<file path="src/rtl/ex_wb_if.sv">
// Bundle of the ALU-to-writeback handshake, register-file write port and exception signals.
// The master side is the upstream/control environment; the slave side is the sequencer.
interface ex_wb_if #(
    parameter int DATA_W = 16,
    parameter int REG_AW = 4
);
    logic                in_valid;
    logic                in_ready;
    logic [2*DATA_W-1:0] alu_rslt;
    logic [DATA_W-1:0]   alu_rslt_r15;
    logic                ov_excep;
    logic [1:0]          muldiv_op;
    logic                reg_write;
    logic [REG_AW-1:0]   dest_reg;
    logic [DATA_W-1:0]   pc;
    logic                rf_we;
    logic [REG_AW-1:0]   rf_waddr;
    logic [DATA_W-1:0]   rf_wdata;
    logic                excep;
    logic                excep_ack;
    logic [DATA_W-1:0]   epc;

    modport master (
        output in_valid, alu_rslt, alu_rslt_r15, ov_excep, muldiv_op,
               reg_write, dest_reg, pc, excep_ack,
        input  in_ready, rf_we, rf_waddr, rf_wdata, excep, epc
    );

    modport slave (
        input  in_valid, alu_rslt, alu_rslt_r15, ov_excep, muldiv_op,
               reg_write, dest_reg, pc, excep_ack,
        output in_ready, rf_we, rf_waddr, rf_wdata, excep, epc
    );
endinterface

</file>
<file path="src/rtl/ex_wb_seq.sv">
// Writeback sequencer: registers ALU results onto the single register-file write port,
// splits mul/div into a primary write plus an R15 write, and latches overflow exceptions.
module ex_wb_seq #(
    parameter int DATA_W   = 16,
    parameter int REG_AW   = 4,
    parameter int R15_ADDR = 15
) (
    input  logic   clk,
    input  logic   rst_n,
    ex_wb_if.slave bus
);
    typedef enum logic [1:0] {IDLE, WR, R15, EXC} state_t;

    state_t              state_q, state_d;
    logic                rf_we_q, rf_we_d;
    logic [REG_AW-1:0]   rf_waddr_q, rf_waddr_d;
    logic [DATA_W-1:0]   rf_wdata_q, rf_wdata_d;
    logic                excep_q, excep_d;
    logic [DATA_W-1:0]   epc_q, epc_d;
    logic                md_q, md_d;
    logic [DATA_W-1:0]   r15_q, r15_d;

    logic                in_ready;
    logic                xfer;
    logic                in_is_md;
    logic [DATA_W-1:0]   sel_data;

    // Upstream stalls while the exception is pending and during the first half of a mul/div.
    assign in_ready = (state_q != EXC) && !((state_q == WR) && md_q);
    assign xfer     = bus.in_valid && in_ready;
    assign in_is_md = (bus.muldiv_op == 2'b01) || (bus.muldiv_op == 2'b10);

    always_comb begin
        sel_data = bus.alu_rslt[DATA_W-1:0];
        if (bus.muldiv_op == 2'b10)
            sel_data = bus.alu_rslt[2*DATA_W-1:DATA_W];
    end

    always_comb begin
        state_d    = state_q;
        rf_we_d    = 1'b0;
        rf_waddr_d = rf_waddr_q;
        rf_wdata_d = rf_wdata_q;
        excep_d    = excep_q;
        epc_d      = epc_q;
        md_d       = md_q;
        r15_d      = r15_q;

        if (state_q == EXC) begin
            if (bus.excep_ack) begin
                state_d = IDLE;
                excep_d = 1'b0;
            end
        end else if ((state_q == WR) && md_q) begin
            state_d    = R15;
            rf_we_d    = 1'b1;
            rf_waddr_d = REG_AW'(R15_ADDR);
            rf_wdata_d = r15_q;
        end else if (xfer) begin
            // Overflow takes precedence over any mul/div second write.
            if (bus.ov_excep) begin
                state_d = EXC;
                excep_d = 1'b1;
                epc_d   = bus.pc;
                md_d    = 1'b0;
            end else begin
                state_d    = WR;
                rf_we_d    = bus.reg_write;
                rf_waddr_d = bus.dest_reg;
                rf_wdata_d = sel_data;
                md_d       = in_is_md;
                r15_d      = bus.alu_rslt_r15;
            end
        end else begin
            state_d = IDLE;
        end
    end

    always_ff @(posedge clk or negedge rst_n) begin
        if (!rst_n) begin
            state_q    <= IDLE;
            rf_we_q    <= 1'b0;
            rf_waddr_q <= '0;
            rf_wdata_q <= '0;
            excep_q    <= 1'b0;
            epc_q      <= '0;
            md_q       <= 1'b0;
            r15_q      <= '0;
        end else begin
            state_q    <= state_d;
            rf_we_q    <= rf_we_d;
            rf_waddr_q <= rf_waddr_d;
            rf_wdata_q <= rf_wdata_d;
            excep_q    <= excep_d;
            epc_q      <= epc_d;
            md_q       <= md_d;
            r15_q      <= r15_d;
        end
    end

    assign bus.in_ready = in_ready;
    assign bus.rf_we    = rf_we_q;
    assign bus.rf_waddr = rf_waddr_q;
    assign bus.rf_wdata = rf_wdata_q;
    assign bus.excep    = excep_q;
    assign bus.epc      = epc_q;
endmodule
</file>
<file path="src/flat_wrapper.sv">
// flat-port wrapper written by rule: the top's interface ports become plain ports
module ex_wb_seq_flat 
#(
    parameter int DATA_W   = 16,
    parameter int REG_AW   = 4,
    parameter int R15_ADDR = 15
)
  (clk, rst_n, bus_in_valid, bus_alu_rslt, bus_alu_rslt_r15, bus_ov_excep, bus_muldiv_op, bus_reg_write, bus_dest_reg, bus_pc, bus_excep_ack, bus_in_ready, bus_rf_we, bus_rf_waddr, bus_rf_wdata, bus_excep, bus_epc);
  ex_wb_if #(.DATA_W(DATA_W), .REG_AW(REG_AW)) bus_i ();
  input  logic clk;
  input  logic rst_n;
  input wire logic [$bits(bus_i.in_valid)-1:0] bus_in_valid;
  input wire logic [$bits(bus_i.alu_rslt)-1:0] bus_alu_rslt;
  input wire logic [$bits(bus_i.alu_rslt_r15)-1:0] bus_alu_rslt_r15;
  input wire logic [$bits(bus_i.ov_excep)-1:0] bus_ov_excep;
  input wire logic [$bits(bus_i.muldiv_op)-1:0] bus_muldiv_op;
  input wire logic [$bits(bus_i.reg_write)-1:0] bus_reg_write;
  input wire logic [$bits(bus_i.dest_reg)-1:0] bus_dest_reg;
  input wire logic [$bits(bus_i.pc)-1:0] bus_pc;
  input wire logic [$bits(bus_i.excep_ack)-1:0] bus_excep_ack;
  output wire logic [$bits(bus_i.in_ready)-1:0] bus_in_ready;
  output wire logic [$bits(bus_i.rf_we)-1:0] bus_rf_we;
  output wire logic [$bits(bus_i.rf_waddr)-1:0] bus_rf_waddr;
  output wire logic [$bits(bus_i.rf_wdata)-1:0] bus_rf_wdata;
  output wire logic [$bits(bus_i.excep)-1:0] bus_excep;
  output wire logic [$bits(bus_i.epc)-1:0] bus_epc;
  assign bus_i.in_valid = bus_in_valid;
  assign bus_i.alu_rslt = bus_alu_rslt;
  assign bus_i.alu_rslt_r15 = bus_alu_rslt_r15;
  assign bus_i.ov_excep = bus_ov_excep;
  assign bus_i.muldiv_op = bus_muldiv_op;
  assign bus_i.reg_write = bus_reg_write;
  assign bus_i.dest_reg = bus_dest_reg;
  assign bus_i.pc = bus_pc;
  assign bus_i.excep_ack = bus_excep_ack;
  assign bus_in_ready = bus_i.in_ready;
  assign bus_rf_we = bus_i.rf_we;
  assign bus_rf_waddr = bus_i.rf_waddr;
  assign bus_rf_wdata = bus_i.rf_wdata;
  assign bus_excep = bus_i.excep;
  assign bus_epc = bus_i.epc;
  ex_wb_seq #(.DATA_W(DATA_W), .REG_AW(REG_AW), .R15_ADDR(R15_ADDR)) u_core (.clk(clk), .rst_n(rst_n), .bus(bus_i));
endmodule
</file>
<file path="config.mk">
export PLATFORM = sky130hd
export DESIGN_NAME = ex_wb_seq_flat
export DESIGN_NICKNAME = d
export VERILOG_FILES = /design/src/rtl/ex_wb_if.sv /design/src/rtl/ex_wb_seq.sv /design/src/flat_wrapper.sv
export SDC_FILE = /design/constraint.sdc
export NUM_CORES = 1
export LEC_CHECK = 0
export BUFFER_PORTS_ARGS = -buffer_cell sky130_fd_sc_hd__buf_4
export CORE_ASPECT_RATIO = 0.7
export CORE_UTILIZATION = 47
export CTS_CLUSTER_DIAMETER = 100
export DETAILED_ROUTE_END_ITERATION = 12
export GPL_TIMING_DRIVEN = 0
export PLACE_DENSITY = 0.9
export SYNTH_ARGS = -nofsm -noshare
export SYNTH_HDL_FRONTEND = slang
export SYNTH_SLANG_ARGS = --single-unit
</file>
<file path="constraint.sdc">
create_clock -name clk -period 2 [get_ports clk]
set_input_delay 0.1 -clock clk [delete_from_list [all_inputs] [get_ports clk]]
set_output_delay 0.1 -clock clk [all_outputs]
set_load 0.005 [all_outputs]
</file>
Yosys cells after proc, flatten, opt, wreduce, memory -nomap -nowiden:

Index checks and enable logic that the tools add are counted.

* bitwise logic cells: 3
* multiplexer cells: 22
* eq/ne operators: 8
* reductions and logical operators: 13
* add/sub/neg operators: 0
* $mul: 0
* div/mod/pow operators: 0
* shift operators: 0
* magnitude comparators: 0

Operators by type and width (count)
* $mux 16: 4
* $mux 4: 3
* $reduce_and 4->1: 3
* $mux 1: 10
* $mux 2: 5
* $reduce_and 3->1: 2
* $reduce_bool 2->1: 3
* $eq 2x1->1 const B: 2
* $eq 2x2->1 const B: 2
* $ne 2x1->1 const B: 2
* $ne 2x2->1 const B: 2
* $logic_and 1x1->1: 3
* $not 1->1: 3
* $logic_not 1->1: 1
* $logic_or 1x1->1: 1

* bits in latches: 0
* input port bits: 76
* flip-flop bits (word level): 57
* output and inout port bits: 39
* memory bits (writable): 0
* memories: 0
* bits in read-only memories: 0

Longest topological paths before layout:

* word-level depth: 8
* depth in mapped cells: 6

Least setup slack after synthesis:

OpenSTA, ideal clock, no wires.

* path type: register to register
* start point: register u_core.md_q
* end point: register u_core.r15_q[0]
* data arrival time: 1349 ps
* setup time: 125 ps
* buffers on the path: 1
* setup slack: 526 ps
* cell stages (with the launch flop): 5
* required time: 1875 ps
* cells stage by stage: dfrtp_1 > o21a_4 > nor2_4 > buf_4 > mux2_2

* word-level cells in the longest chain between the ends: 5
* elaborated cells on any way between the ends: 6
* those cells by class: 1 x bitwise; 5 x reduce/logical

RTL lines
* start, declared: RTL line ex_wb_seq.sv:20 `logic md_q, md_d;`
* start signal, assigned: RTL line ex_wb_seq.sv:96 `md_q <= md_d;`
* $logic_and 1x1->1 (*): RTL line ex_wb_seq.sv:29, ex_wb_seq.sv:54
* $logic_not 1->1: RTL line ex_wb_seq.sv:29 `assign in_ready = (state_q != EXC) && !((state_q == WR) && md_q);`
* $logic_and 1x1->1: RTL line ex_wb_seq.sv:29
* $logic_and 1x1->1: RTL line ex_wb_seq.sv:30 `assign xfer = bus.in_valid && in_ready;`
* $reduce_and 4->1 (no source line) (*)
* end signal, assigned: RTL line ex_wb_seq.sv:97 `r15_q <= r15_d;`
* end, declared: RTL line ex_wb_seq.sv:21 `logic [DATA_W-1:0] r15_q, r15_d;`

Every way passes the cells marked *; elsewhere a longest branch is shown, timed or not.
A chain may end at the register's enable or synchronous reset.

Worst setup path after layout:

* start point: register u_core.md_q
* end point: register u_core.r15_q[3]

The elaborated chain is that of the path after synthesis.

==> impl_metrics.tcl <==
set metrics [dict create \
    postCtsSetupBuffers 0 \
    syn_avg_cell_area_um2 12.86 \
    fp.dieH_um 63.75 \
    hold_viol 0 \
    drcViolationCount 0 \
    syn_nets 276 \
    hold_start "bus_pc[8]" \
    setup_violations 0 \
    antenna_found_initial 0 \
    dpl.hpwl_um 4654 \
    dieArea_um2 5750 \
    reg2reg_slack_ps 310 \
    grt_pass1_vias 2270 \
    diodes 0 \
    start_util 0.4895 \
    drt-total-wl_um 6820 \
    cellPowerDensity_nw_per_um2 1060 \
    ys_seq_area_frac 0.5572 \
    min_to "u_core.bus.epc[8]" \
    routabilityCongestion 0.7451 \
    fin_nets 426 \
    r2r_start "u_core.md_q" \
    cp-end-kind "flop" \
    clk_latency_ps 320 \
    ctsResizeCount 0 \
    holdPathStages 2 \
    num_vias 2224 \
    drtIter0Drc 65 \
    grtUsageTotal 0.2532 \
    fin_cells 426 \
    cp-start-kind "flop" \
    wl_met2_um 3305 \
    coreArea_um2 5230 \
    clkSinkCount 57 \
    fin_crit_ps 1687 \
    cp.arrival_ps 1890 \
    wl_per_cell_um 16.01 \
    max_slew_margin 0.5331 \
    critPathMaxFanout 10 \
    regToRegEndpoint "u_core.r15_q[3]" \
    fin_ws_ps 312.9 \
    routed.top_layer "met4" \
    drt-met1-wl_um 3006 \
    htree_levels 3 \
    ctsLongestPathBuffers 2 \
    seqCellArea_um2 1426 \
    critical_path_class "flop to flop" \
    ir_worst_vdd_mv 0.6165 \
    rows 22 \
    finalCritPeriodShare 0.8435 \
    path_clk_slew_ps 60 \
    cpMaxStageDelayCell "dfrtp_1" \
    maxCapViolations 0 \
    max_slew.worst_pin.slew_ps 700.4 \
    nFillCells 360 \
    pre_cts_slack_ps 319.5 \
    yosys.area.top_type "dfrtp_1" \
    ant_nets 0 \
    cts_hold_buf 24 \
    drt_pass1_iterations 4 \
    grt-ovfl-total 0 \
    timing.fmax_mhz 592.7 \
    ios 115 \
    grt_max_degree 58 \
    path_cells "o21a_4 -> nor2_4 -> buf_4 -> mux2_2" \
    wl_met3_um 481 \
    cts_buffers 9 \
    multi_input_area_um2 1056 \
    yosys.cell_types.count 24 \
    synth_area_um2 2560 \
    synthCells 199 \
    critPathRequiredTime_ps 2210 \
    area_growth_pct 53.52 \
    cts-root-buf "clkbuf_8" \
    critPathLaunch "u_core.md_q" \
    yosysWarningCount 0 \
    hold_class "primary input to flop" \
    slowest_delay_ps 410 \
    yosys-top-cells-area "dfrtp_1, mux2_2, o211ai_1, mux2i_1, mux2_4" \
    drive_above_1_share 0.4831 \
    die_x_um 90.21 \
    outcome "finished clean" \
    drv_slew 0 \
    grt_pass1_wl_um 11010 \
    drt-vias-per-instance 5.221 \
    placedCellCount 385 \
    cts_tree "yes" \
    rsz0062_at_grt "false" \
    power_leakage_nw 1.840 \
    ys_ff_latch 57 \
    io_buffers 114 \
    finClkSkew_ps 6.591 \
    r2r_cells 4 \
    timing.setup.tns_ps 0 \
    synth_top_cell_area_share 0.5572 \
]
-- placed cells by master (no fill, tap or decap), types with 3 or more instances in the layout --
cell type and n:
clkbuf_8 11, o211ai_1 33, nand2_1 21, mux2_2 25, mux2i_1 16, mux2_4 8, buf_4 115, clkbuf_1 9
dlygate4sd3_1 25, o21ai_0 5, clkinv_2 3, dfrtp_1 57, buf_2 4, nand3_1 9
-- critical path, delay by kind of cell (launching register included) --
kind	cells	cell delay, ps
buffers and inverters	1	260
AND/OR/NAND/NOR	1	270
AO/OA/AOI/OAI	1	260
flip-flops	1	410
multiplexers	1	360
-- report_power, final --
part | switching, W | total [W] | internal (W) | leakage [nW]
clock network | 0.000433 | 0.000945 | 0.000512 | 0.0932
logic | 0.000539 | 0.00141 | 0.000871 | 1.07
registers | 0.000250 | 0.00181 | 0.00156 | 0.679
total | 0.00122 | 0.00417 | 0.00294 | 1.84
-- worst max-delay path by stage --
stage / slack, ps / cells after the start / end
finish: 310 / 4 / u_core.r15_q[3]
global route: 250 / 4 / u_core.r15_q[3]
floorplan: 530 / 4 / u_core.r15_q[0]
detailed placement: 320 / 4 / u_core.r15_q[3]
CTS: 320 / 4 / u_core.r15_q[3]
global placement: 370 / 4 / u_core.r15_q[13]
-- through the flow --
stage          instance area (um^2)  power [W]  utilization  hold slack (ps)
2_1_floorplan                  2560   0.002414            -           -195.6
4_1_cts                        3920   0.004187       0.7495           0.8712
3_5_place_dp                   3506   0.003195       0.6703            199.6
5_1_grt                        3930   0.004409       0.7514          0.09207
3_3_place_gp                   3506   0.003120       0.6703            190.5
6_report                       3930   0.004165       0.7514            14.45
-- cell families (layout without fill, tap and decap cells) --
family / after synthesis / in the layout / share of synthesized area
buffers and inverters: 15 / 170 / 0.03031
muxes: 49 / 49 / 0.2195
AOI/OAI and AO/OA: 40 / 40 / 0.1153
DFF: 57 / 57 / 0.5572
and+or+nand+nor: 37 / 37 / 0.07283
adders and majority gates: 1 / 1 / 0.004887
-- cell usage after synthesis (all sizes together) --
| library cell | number |
|---|---|
| dfrtp | 57 |
| mux2 | 33 |
| o211ai | 33 |
| nand2 | 21 |
| mux2i | 16 |
| nand3 | 10 |
| clkbuf | 7 |
| buf | 6 |
| o21ai | 5 |
| inv | 2 |
| nor2 | 2 |
| a21o | 1 |
| and2b | 1 |
| and3b | 1 |
| ha | 1 |
| nand2b | 1 |
| nand3b | 1 |
| o21a | 1 |
-- flip-flops by register name, indices dropped and copies added (netlist names) --
| signal | flops |
|---|---|
| u_core.bus.epc | 16 |
| u_core.bus.rf_wdata | 16 |
| u_core.r15_q | 16 |
| u_core.bus.rf_waddr | 4 |
| u_core.state_q | 2 |
| u_core.bus.excep | 1 |
| u_core.bus.rf_we | 1 |
| u_core.md_q | 1 |
-- final cells by class --
class | instances | area share
Timing Repair Buffer | 139 | 0.2814
Tap cell | 72 | 0.02292
Sequential cell | 57 | 0.3629
Multi-Input combinational cell | 127 | 0.2687
Inverter | 2 | 0.003184
Clock inverter | 3 | 0.003820
Buffer | 13 | 0.01656
Clock buffer | 13 | 0.04043
-- per-layer routing --
layer | global-route usage | up-vias
li1 | - | 1026
met1 | 0.3176 | 1093
met2 | 0.4237 | 99
met3 | 0.08333 | 6
met4 | 0.07056 | 0
met5 | 0 | -
(Power assumes the default switching activity.)
